## src/rtl/vga_fb_arbiter.sv

```systemverilog
// vga_fb_arbiter: shares one single-port, double-buffered frame RAM between
// VGA scanout and the median-filter engine.
//  - Scanout reads the front bank during active video and always wins.
//  - The filter may read or write the back bank only during blanking.
//  - The banks swap at the falling edge of vsync, and only once the filter
//    has reported that the back-bank frame is complete.
module vga_fb_arbiter #(
    parameter int H_ACT = 640,
    parameter int V_ACT = 480,
    parameter int AW    = 19,
    parameter int DW    = 8
) (
    input  logic          i_clk,
    input  logic          i_rst,
    input  logic          i_active,
    input  logic [9:0]    i_x,
    input  logic [8:0]    i_y,
    input  logic          i_vs,
    input  logic          i_flt_req,
    input  logic          i_flt_we,
    input  logic [AW-1:0] i_flt_addr,
    input  logic [DW-1:0] i_flt_wdata,
    input  logic          i_flt_frame_done,
    output logic          o_flt_gnt,
    output logic          o_flt_rvalid,
    output logic [DW-1:0] o_flt_rdata,
    output logic          o_pix_valid,
    output logic [DW-1:0] o_pix_data,
    output logic          o_mem_en,
    output logic          o_mem_we,
    output logic [AW:0]   o_mem_addr,
    output logic [DW-1:0] o_mem_wdata,
    input  logic [DW-1:0] i_mem_rdata,
    output logic          o_front_bank,
    output logic          o_swap,
    output logic [7:0]    o_frame_cnt,
    output logic          o_overrun
);

    // One bank has to hold a whole active frame.
    generate
        if (H_ACT * V_ACT > (1 << AW)) begin : g_bank_too_small
            $error("vga_fb_arbiter: H_ACT*V_ACT does not fit in 2**AW");
        end
    endgenerate

    typedef enum logic [0:0] {
        ST_RUN       = 1'b0,
        ST_WAIT_SWAP = 1'b1
    } state_t;

    state_t        r_state;
    logic          r_vs_prev;
    logic          r_front;
    logic          r_swap;
    logic [7:0]    r_frame_cnt;
    logic          r_overrun;
    logic          r_pix_valid;
    logic          r_flt_rvalid;

    logic          w_vs_start;
    logic          w_swap;
    logic          w_gnt;
    logic [AW-1:0] w_pix_addr;

    // Falling edge of the active-low vsync marks the start of vertical sync.
    assign w_vs_start = r_vs_prev & ~i_vs;

    // A swap happens on vsync start if a completed frame is pending, or if
    // completion arrives in that very cycle.
    assign w_swap = w_vs_start & ((r_state == ST_WAIT_SWAP) | i_flt_frame_done);

    // No grant while scanout is active, while a swap is pending, or in the
    // cycle the banks flip (the back bank is about to become the front).
    assign w_gnt = i_flt_req & ~i_active & (r_state == ST_RUN) & ~w_swap;

    // Linear scanout address within a bank; legal x,y never overflow AW bits.
    assign w_pix_addr = AW'(i_y) * AW'(H_ACT) + AW'(i_x);

    // Memory port mux: scanout first, then a granted filter access, else idle.
    always_comb begin
        o_mem_en    = 1'b0;
        o_mem_we    = 1'b0;
        o_mem_addr  = '0;
        o_mem_wdata = '0;
        if (i_active) begin
            o_mem_en   = 1'b1;
            o_mem_we   = 1'b0;
            o_mem_addr = {r_front, w_pix_addr};
        end else if (w_gnt) begin
            o_mem_en    = 1'b1;
            o_mem_we    = i_flt_we;
            o_mem_addr  = {~r_front, i_flt_addr};
            o_mem_wdata = i_flt_wdata;
        end else begin
            o_mem_en = 1'b0;
            o_mem_we = 1'b0;
        end
    end

    // Read-valid flags track the RAM's one-cycle read latency.
    always_ff @(posedge i_clk) begin
        if (i_rst) begin
            r_pix_valid  <= 1'b0;
            r_flt_rvalid <= 1'b0;
        end else begin
            r_pix_valid  <= i_active;
            r_flt_rvalid <= w_gnt & ~i_flt_we;
        end
    end

    // Swap controller: waits for frame completion, flips banks on vsync start.
    always_ff @(posedge i_clk) begin
        if (i_rst) begin
            r_state     <= ST_RUN;
            r_vs_prev   <= 1'b1;
            r_front     <= 1'b0;
            r_swap      <= 1'b0;
            r_frame_cnt <= 8'd0;
            r_overrun   <= 1'b0;
        end else begin
            r_vs_prev <= i_vs;
            r_swap    <= w_swap;
            if (w_swap) begin
                r_front     <= ~r_front;
                r_frame_cnt <= r_frame_cnt + 8'd1;
            end
            case (r_state)
                ST_RUN: begin
                    if (i_flt_frame_done && !w_vs_start) begin
                        r_state <= ST_WAIT_SWAP;
                    end
                end
                ST_WAIT_SWAP: begin
                    if (i_flt_frame_done) begin
                        r_overrun <= 1'b1;
                    end
                    if (w_vs_start) begin
                        r_state <= ST_RUN;
                    end
                end
                default: begin
                    r_state <= ST_RUN;
                end
            endcase
        end
    end

    assign o_flt_gnt    = w_gnt;
    assign o_flt_rvalid = r_flt_rvalid;
    assign o_flt_rdata  = i_mem_rdata;
    assign o_pix_valid  = r_pix_valid;
    assign o_pix_data   = i_mem_rdata;
    assign o_front_bank = r_front;
    assign o_swap       = r_swap;
    assign o_frame_cnt  = r_frame_cnt;
    assign o_overrun    = r_overrun;

endmodule

```

## config.mk

```make
export PLATFORM = sky130hd
export DESIGN_NAME = vga_fb_arbiter
export DESIGN_NICKNAME = d
export VERILOG_FILES = /design/src/rtl/vga_fb_arbiter.sv
export SDC_FILE = /design/constraint.sdc
export NUM_CORES = 1
export LEC_CHECK = 0
export ABC_AREA = 1
export BUFFER_PORTS_ARGS = -buffer_cell sky130_fd_sc_hd__buf_4
export CORE_MARGIN = 4
export CORE_UTILIZATION = 25
export CTS_CLUSTER_SIZE = 16
export DETAILED_ROUTE_END_ITERATION = 12
export GPL_TIMING_DRIVEN = 0
export SLEW_MARGIN = 20
export SYNTH_ARGS = -nofsm -noshare
export SYNTH_HDL_FRONTEND = slang
export SYNTH_SLANG_ARGS = --single-unit
export TNS_END_PERCENT = 1
```

## constraint.sdc

```tcl
create_clock -name i_clk -period 3.7 [get_ports i_clk]
set_input_delay 0.185 -clock i_clk [delete_from_list [all_inputs] [get_ports i_clk]]
set_output_delay 0.185 -clock i_clk [all_outputs]
set_load 0.005 [all_outputs]
```

==> metrics.md, run 1 <==
| Metric | Value |
|---|---|
| Largest area contributor in the netlist | `dfxtp_1` |
| Post-synthesis sequential element count | `15` |
| Residual overflow from global routing | `0` |
| Die Wd | `91.0 um` |
| Reg2reg start | `r_vs_prev$_SDFF_PP1_` |
| CP peak stage delay | `0.45 ns` |
| Max-slew violations | `0` |
| Die H | `91.0 um` |
| Synth area leaders | `dfxtp_1 17%, ha_1 13%, nand2_1 13%, inv_1 7.2%, buf_4 7.0%` |
| Initial core utilization | `26.3%` |
| Worst Setup End Kind | `output pin` |
| WL final | `5.31 mm` |
| Routability cong. | `0.774` |
| Top cell type's share of synthesized area | `17.5%` |
| RSZ-0062 raised after global routing | `no` |
| Worst path slowest cell | `fa_1` |
| CTS H-tree depth | `1` |
| Drt pass-1 iters | `4` |
| CP Cell Sequence | `buf_4 -> ha_1 -> ha_1 -> fa_1 -> or2_2 -> nand3_1 -> inv_1 -> nand3_4 -> nor2_4 -> nand2_1 -> nand2_1 -> nand3_1 -> nand2_1 -> buf_4` |
| DRT antenna net count | `0` |
| Most frequent CP cell | `nand2_1` |
| Ant. Diodes | `0` |
| CTS Hold Buffers Added | `0` |
| R2r endpoint | `o_frame_cnt[7]$_SDFFE_PP0P_` |
| Port buffer count | `111` |
| DRC Markers | `0` |
| DR iter-0 viols | `32` |
| Core Box Area | `6530 um2` |
| DPL Wire Length | `4.66 mm` |
| Post-CTS Resized | `0` |
| Worst Hold Class | `in -> reg` |
| Crit path time final | `2.45 ns` |
| Maximum vdd drop | `0.102 mV` |
| Post-synthesis cell count | `265` |
| Root Driver | `clkbuf_8` |
| Leak pwr | `1.50 nW` |
| Power Density | `237 nW/um2` |
| Top Ports | `121` |
| Overall power | `0.638 mW` |
| Avg Cell Area, Syn | `6.49 um2` |
| Hold depth | `2` |
| CTS Sinks | `15` |
| Hold Path Origin | `i_flt_we` |
| Crit path launch type | `primary input` |
| Number of synthesis warnings | `0` |
| Final nets | `462` |
| Critical path type | `in -> out` |
| Vias | `1947` |
| Largest net degree at the start of global routing | `11` |
| Final hold vios | `0` |
| Reg2reg setup slack | `2.38 ns` |
| Vias/cell | `4.26` |
| Clk_lat worst skew | `0.24 ns` |
| Vias in the first global route | `1915` |
| Crit Path Max Fanout | `4` |
| Post-detailed-route wirelength per cell | `11.6 um` |
| First-pass GRT wire length | `8.78 mm` |
| CTS tree | `built` |
| Layout area overhead | `56.7%` |
| Clock-pin slew on the worst setup and hold paths | `0.06 ns` |
| Total track usage | `12.5%` |
| Initial antenna violation count | `0` |
| Outcome | `completed` |
| Total Neg Setup Slack | `0 ns` |
| Net Count, Synth | `346` |
| Row Count | `29` |
| Max_slew headroom | `77.4%` |
| # Post-CTS Setup Buffers | `0` |
| R2R cell count | `9` |
| Max-cap viol count | `0` |
| Clk buf depth | `2` |
| FMAX | `0.409 GHz` |
| Register area share after synthesis | `17.5%` |
| CP required | `3.51 ns` |
| Final Cycle Share | `66.1%` |
| Post-synthesis cell type count | `31` |
| CP Data Arrival Time | `2.26 ns` |
| Final Skew | `0.000951 ns` |
| Synthesized area | `1720 um2` |
| WHS Endpoint | `o_flt_rvalid$_SDFF_PP0_` |
| CTS buffer count | `3` |
| Final setup vio count | `0` |
| Share of layout cells above drive strength 1 | `42.4%` |
| Worst-margin pin slew | `0.339 ns` |
| Die area | `8270 um2` |
[worst max-delay path by stage]
| stage | start | endpoint | slack [ns] | cells past startpoint |
|---|---|---|---|---|
| after floorplan | i_y[1] | o_mem_addr[15] | 1.62 | 11 |
| after global placement | i_y[1] | o_mem_addr[18] | 1.26 | 14 |
| after detailed placement | i_y[1] | o_mem_addr[16] | 1.24 | 14 |
| after CTS | i_y[1] | o_mem_addr[16] | 1.24 | 14 |
| after global routing | i_y[1] | o_mem_addr[16] | 1.08 | 14 |
| final | i_y[1] | o_mem_addr[16] | 1.25 | 14 |
[Yosys cell counts]
master     n
clkbuf_1   1
a21oi_1   10
buf_2      3
nor2_4     2
a22o_1     8
nand3_1   14
nor2_2     5
nand4_1    3
xor2_1     4
nand3b_1   2
o21ai_2    1
inv_2      6
ha_1      18
nand3_4    1
or2_4      1
o31ai_1    1
o21ai_1    5
dfxtp_1   15
o21ai_0   10
nand2_4    1
o21a_1     1
xnor2_1    1
inv_1     33
nor3_1     3
nand2_2    8
nor2_1    27
clkbuf_4   1
fa_1       2
or2_2      2
buf_4     16
nand2_1   60
[state kept, by name, summed over array words and instances, names as in the netlist]
signal,count
o_flt_rvalid,1
o_frame_cnt,8
o_front_bank,1
o_overrun,1
o_pix_valid,1
o_swap,1
r_state,1
r_vs_prev,1
[final cells by class]
type,instances,area [um2]
inverters,39,146
fillers,693,3840
flip-flops and latches,15,300
clock buffers,4,45.0
plain buffers,21,146
multi-input cells,190,1130
repair buffers,111,833
well taps,77,96.3
[cell families after synthesis]
logic type               after synthesis  synth area share, %
adder cells (fa/ha/maj)               20                 15.4
AND/OR/NAND/NOR                      129                 34.8
XOR/XNOR                               5                 2.55
AO/OA/AOI/OAI                         36                 12.7
flip-flops                            15                 17.5
buffers and inverters                 60                 17.0
[critical path, delay by kind of cell]
family | cells | cell delay, ns
adders and majority gates | 3 | 0.97
buffers and inverters | 3 | 0.33
and+or+nand+nor | 8 | 0.78
[report_power, final]
part	switching (mW)	internal, mW
logic	0.163	0.172
clock network	0.0548	0.0762
registers	0.00461	0.167
[metal layers]
layer	up-vias	wire [um]	GRT usage, %	part of all wire [%]
li1	1057	-	-	-
met1	832	2310	15.3	44
met2	49	2720	22.9	51
met3	9	191	1.57	3.6
met4	0	87	3.14	1.6
met5	-	0	0	0
[metrics by stage]
step	utilization, %	area, um2	setup WS (ns)	hold slack, ns	std cells
after floorplan	-	1720	1.62	0.264	265
after global placement	40.6	2650	1.26	0.362	453
after detailed placement	40.6	2650	1.24	0.371	453
after CTS	41.3	2700	1.24	0.110	457
after global routing	41.3	2700	1.08	0.113	457
final	41.3	2700	1.25	0.112	457
[cells in the final DEF (no fill, tap or decap), types with 6 or more instances in the layout]
master / count
buf_4: 127
nand2_1: 60
inv_1: 33
nor2_1: 27
ha_1: 18
dfxtp_1: 15
nand3_1: 14
a21oi_1: 10
o21ai_0: 10
nand2_2: 8
a22o_1: 8
inv_2: 6
Note: power is estimated with default switching activity, not from simulation.
==> inputs of run 2 (changes only) <==
Clock period 3.7 ns to 2.05 ns, I/O delays scaled along.
==> run 2 against run 1 <==
Non-clock buffer count rose by 3. Largest cell class unchanged. Worst hold slack got worse by 0.082 ns. Highest routed layer unchanged. Die area did not move. Largest power group unchanged. Power rose by 93%. Critical path type unchanged.
==> metrics.md, run 2 (synthesis gave the netlist of run 1 again) <==
| Metric | Value |
|---|---|
| Outcome | `completed (unchanged)` |
| Most frequent cells in the layout | `127 x buf_4, 57 x nand2_1, 32 x inv_1 (was 127 x buf_4, 60 x nand2_1, 33 x inv_1)` |
| Share of layout cells above drive strength 1 | `47.3% (was 42.4%)` |
| Max-slew violations | `0 (unchanged)` |
| Power Internal | `0.797 mW (was 0.415 mW)` |
| Clk buf depth | `2 (unchanged)` |
| Reg2reg start | `r_vs_prev$_SDFF_PP1_ (unchanged)` |
| CTS Hold Buffers Added | `0 (unchanged)` |
| DRT antenna net count | `0 (unchanged)` |
| RSZ-0062 raised after global routing | `yes (was no)` |
| Final nets | `465 (was 462)` |
| Drt pass-1 iters | `4 (unchanged)` |
| Maximum vdd drop | `0.185 mV (was 0.102 mV)` |
| Initial core utilization | `26.3% (unchanged)` |
| Port buffer count | `111 (unchanged)` |
| CP required | `1.95 ns (was 3.51 ns)` |
| Post-placement cell count | `453 (unchanged)` |
| Sw Ratio | `35.2% (was 34.9%)` |
| Worst Hold Class | `in -> reg (unchanged)` |
| Largest net degree at the start of global routing | `11 (unchanged)` |
| P_sw | `0.433 mW (was 0.223 mW)` |
| Die area | `8270 um2 (unchanged)` |
| First-pass GRT wire length | `8.85 mm (was 8.78 mm)` |
| Leak pwr | `1.53 nW (was 1.50 nW)` |
| Ant. Diodes | `0 (unchanged)` |
| R2r endpoint | `o_frame_cnt[7]$_SDFFE_PP0P_ (unchanged)` |
| Max-cap viol count | `0 (unchanged)` |
| CTS buffer count | `3 (unchanged)` |
| Most common cell after layout, fill and taps aside | `buf_4 (unchanged)` |
| WHS Endpoint | `o_flt_rvalid$_SDFF_PP0_ (unchanged)` |
| Die Wd | `91.0 um (unchanged)` |
| DRC Markers | `0 (unchanged)` |
| WL final | `5.45 mm (was 5.31 mm)` |
| Seq pwr share | `25.3% (was 27.0%)` |
| Layout area overhead | `66.0% (was 56.7%)` |
| Reg2reg setup slack | `0.73 ns (was 2.38 ns)` |
| Hold depth | `2 (unchanged)` |
| Clock power share | `19.2% (was 20.5%)` |
| Clock-pin slew on the worst setup and hold paths | `0.06 ns (about the same)` |
| Residual overflow from global routing | `0 (unchanged)` |
| Final hold vios | `0 (unchanged)` |
| Post-detailed-route wirelength per cell | `11.8 um (was 11.6 um)` |
| Critical path type | `in -> out (unchanged)` |
| CTS tree | `built (unchanged)` |
| Total track usage | `12.6% (was 12.5%)` |
| Combinational share of power | `55.5% (was 52.5%)` |
| Initial antenna violation count | `0 (unchanged)` |
| Final setup vio count | `0 (unchanged)` |
| Top Ports | `121 (unchanged)` |
| Crit path time final | `2.00 ns` |
| Power Density | `430 nW/um2 (was 237 nW/um2)` |
| Crit path launch type | `primary input (unchanged)` |
| Die H | `91.0 um (unchanged)` |
| Final Skew | `0.00101 ns (was 0.000951 ns)` |
| Worst-margin pin slew | `0.339 ns (about the same)` |
| FMAX | `0.499 GHz` |
| CTS Sinks | `15 (unchanged)` |
| CP Data Arrival Time | `1.90 ns (was 2.26 ns)` |
| Routability cong. | `0.774 (unchanged)` |
| Vias in the first global route | `1927 (was 1915)` |
| CTS H-tree depth | `1 (unchanged)` |
| DR iter-0 viols | `32 (unchanged)` |
| Fin cells | `460 (was 457)` |
| Vias/cell | `4.28 (was 4.26)` |
| Clk_lat worst skew | `0.24 ns (about the same)` |
| Vias | `1968 (was 1947)` |
| R2R cell count | `9 (unchanged)` |
| Worst Setup End Kind | `output pin (unchanged)` |
| Crit Path Max Fanout | `4 (unchanged)` |
| CP Launch Point | `i_y[3] (was i_y[1])` |
| Row Count | `29 (unchanged)` |
| Number of flip-flops in the largest register | `8 (unchanged)` |
| Hold slack | `0.0299 ns (was 0.112 ns)` |
| Core Box Area | `6530 um2 (unchanged)` |
| Max_slew headroom | `77.4% (about the same)` |
| DPL Wire Length | `4.66 mm (unchanged)` |
| Hold Path Origin | `i_flt_we (unchanged)` |
| Final Cycle Share | `97.7%` |
| Root Driver | `clkbuf_8 (unchanged)` |
==> run 2: cell count changes in the layout (fill, tap and decap cells not counted), sizes merged <==
cell | before | now
buf | 130 | 133
==> run 2: area by class of cell <==
type | count | area [um2]
Sequential cell | 15 | 300
Clock buffer | 4 | 45.0
Inverter | 39 | 146
Multi-Input combinational cell | 190 | 1250
Fill cell | 678 | 3670
Timing Repair Buffer | 114 | 867
Buffer | 21 | 146
Tap cell | 77 | 96.3
==> run 2: worst max-delay path by stage <==
stage / end / slack (ns) / depth (start not counted)
after global routing: o_mem_addr[12] / -0.03 / 10
after detailed placement: o_mem_addr[16] / -0.25 / 14
after global placement: o_mem_addr[18] / -0.22 / 14
after CTS: o_mem_addr[15] / 0.004 / 12
after floorplan: o_mem_addr[15] / 0.13 / 11
final: o_mem_addr[13] / 0.05 / 11
==> run 2: power groups by stage <==
stage / Sequential [mW] / Clock, mW / Combinational [mW]
detailed placement: 0.317 / 0 / 0.610
finish: 0.311 / 0.236 / 0.682
CTS: 0.311 / 0.242 / 0.656
global placement: 0.317 / 0 / 0.605
floorplan: 0.316 / 0 / 0.341
global route: 0.312 / 0.255 / 0.758
==> run 2: worst max-delay path: stages <==
cell and delay, ns:
buf_6 0.10, ha_4 0.24, ha_4 0.16, fa_2 0.38, or2_4 0.26, nand3_4 0.09, nor2_4 0.05, buf_4 0.14
xnor2_2 0.13, o21ai_1 0.12, buf_4 0.13
==> run 2: what timing repair did <==
item,4_1_cts,5_1_grt
endpoints found under the setup margin,7,7
buffers inserted,3,0
pin swaps,12,5
resized for setup,16,10
endpoints found under the hold margin,0,0
==> run 2: metrics by stage <==
step / instance area [um2] / setup WS (ns) / setup TNS (ns) / util, % / total power, mW
detailed placement: 2650 / -0.248 / -1.36 / 40.6 / 0.927
floorplan: 1720 / 0.133 / 0 / - / 0.657
CTS: 2800 / 0.00447 / 0 / 42.9 / 1.21
global route: 2860 / -0.0348 / -0.160 / 43.7 / 1.32
finish: 2860 / 0.0473 / 0 / 43.7 / 1.23
global placement: 2650 / -0.224 / -1.19 / 40.6 / 0.922
==> run 2: layer usage <==
metal,vias up,GRT usage [%],part of all wire (%)
met3,7,1.40,3.4
li1,1066,-,-
met4,0,3.02,1.4
met2,47,23.5,52
met1,848,15.3,43
met5,-,0,0
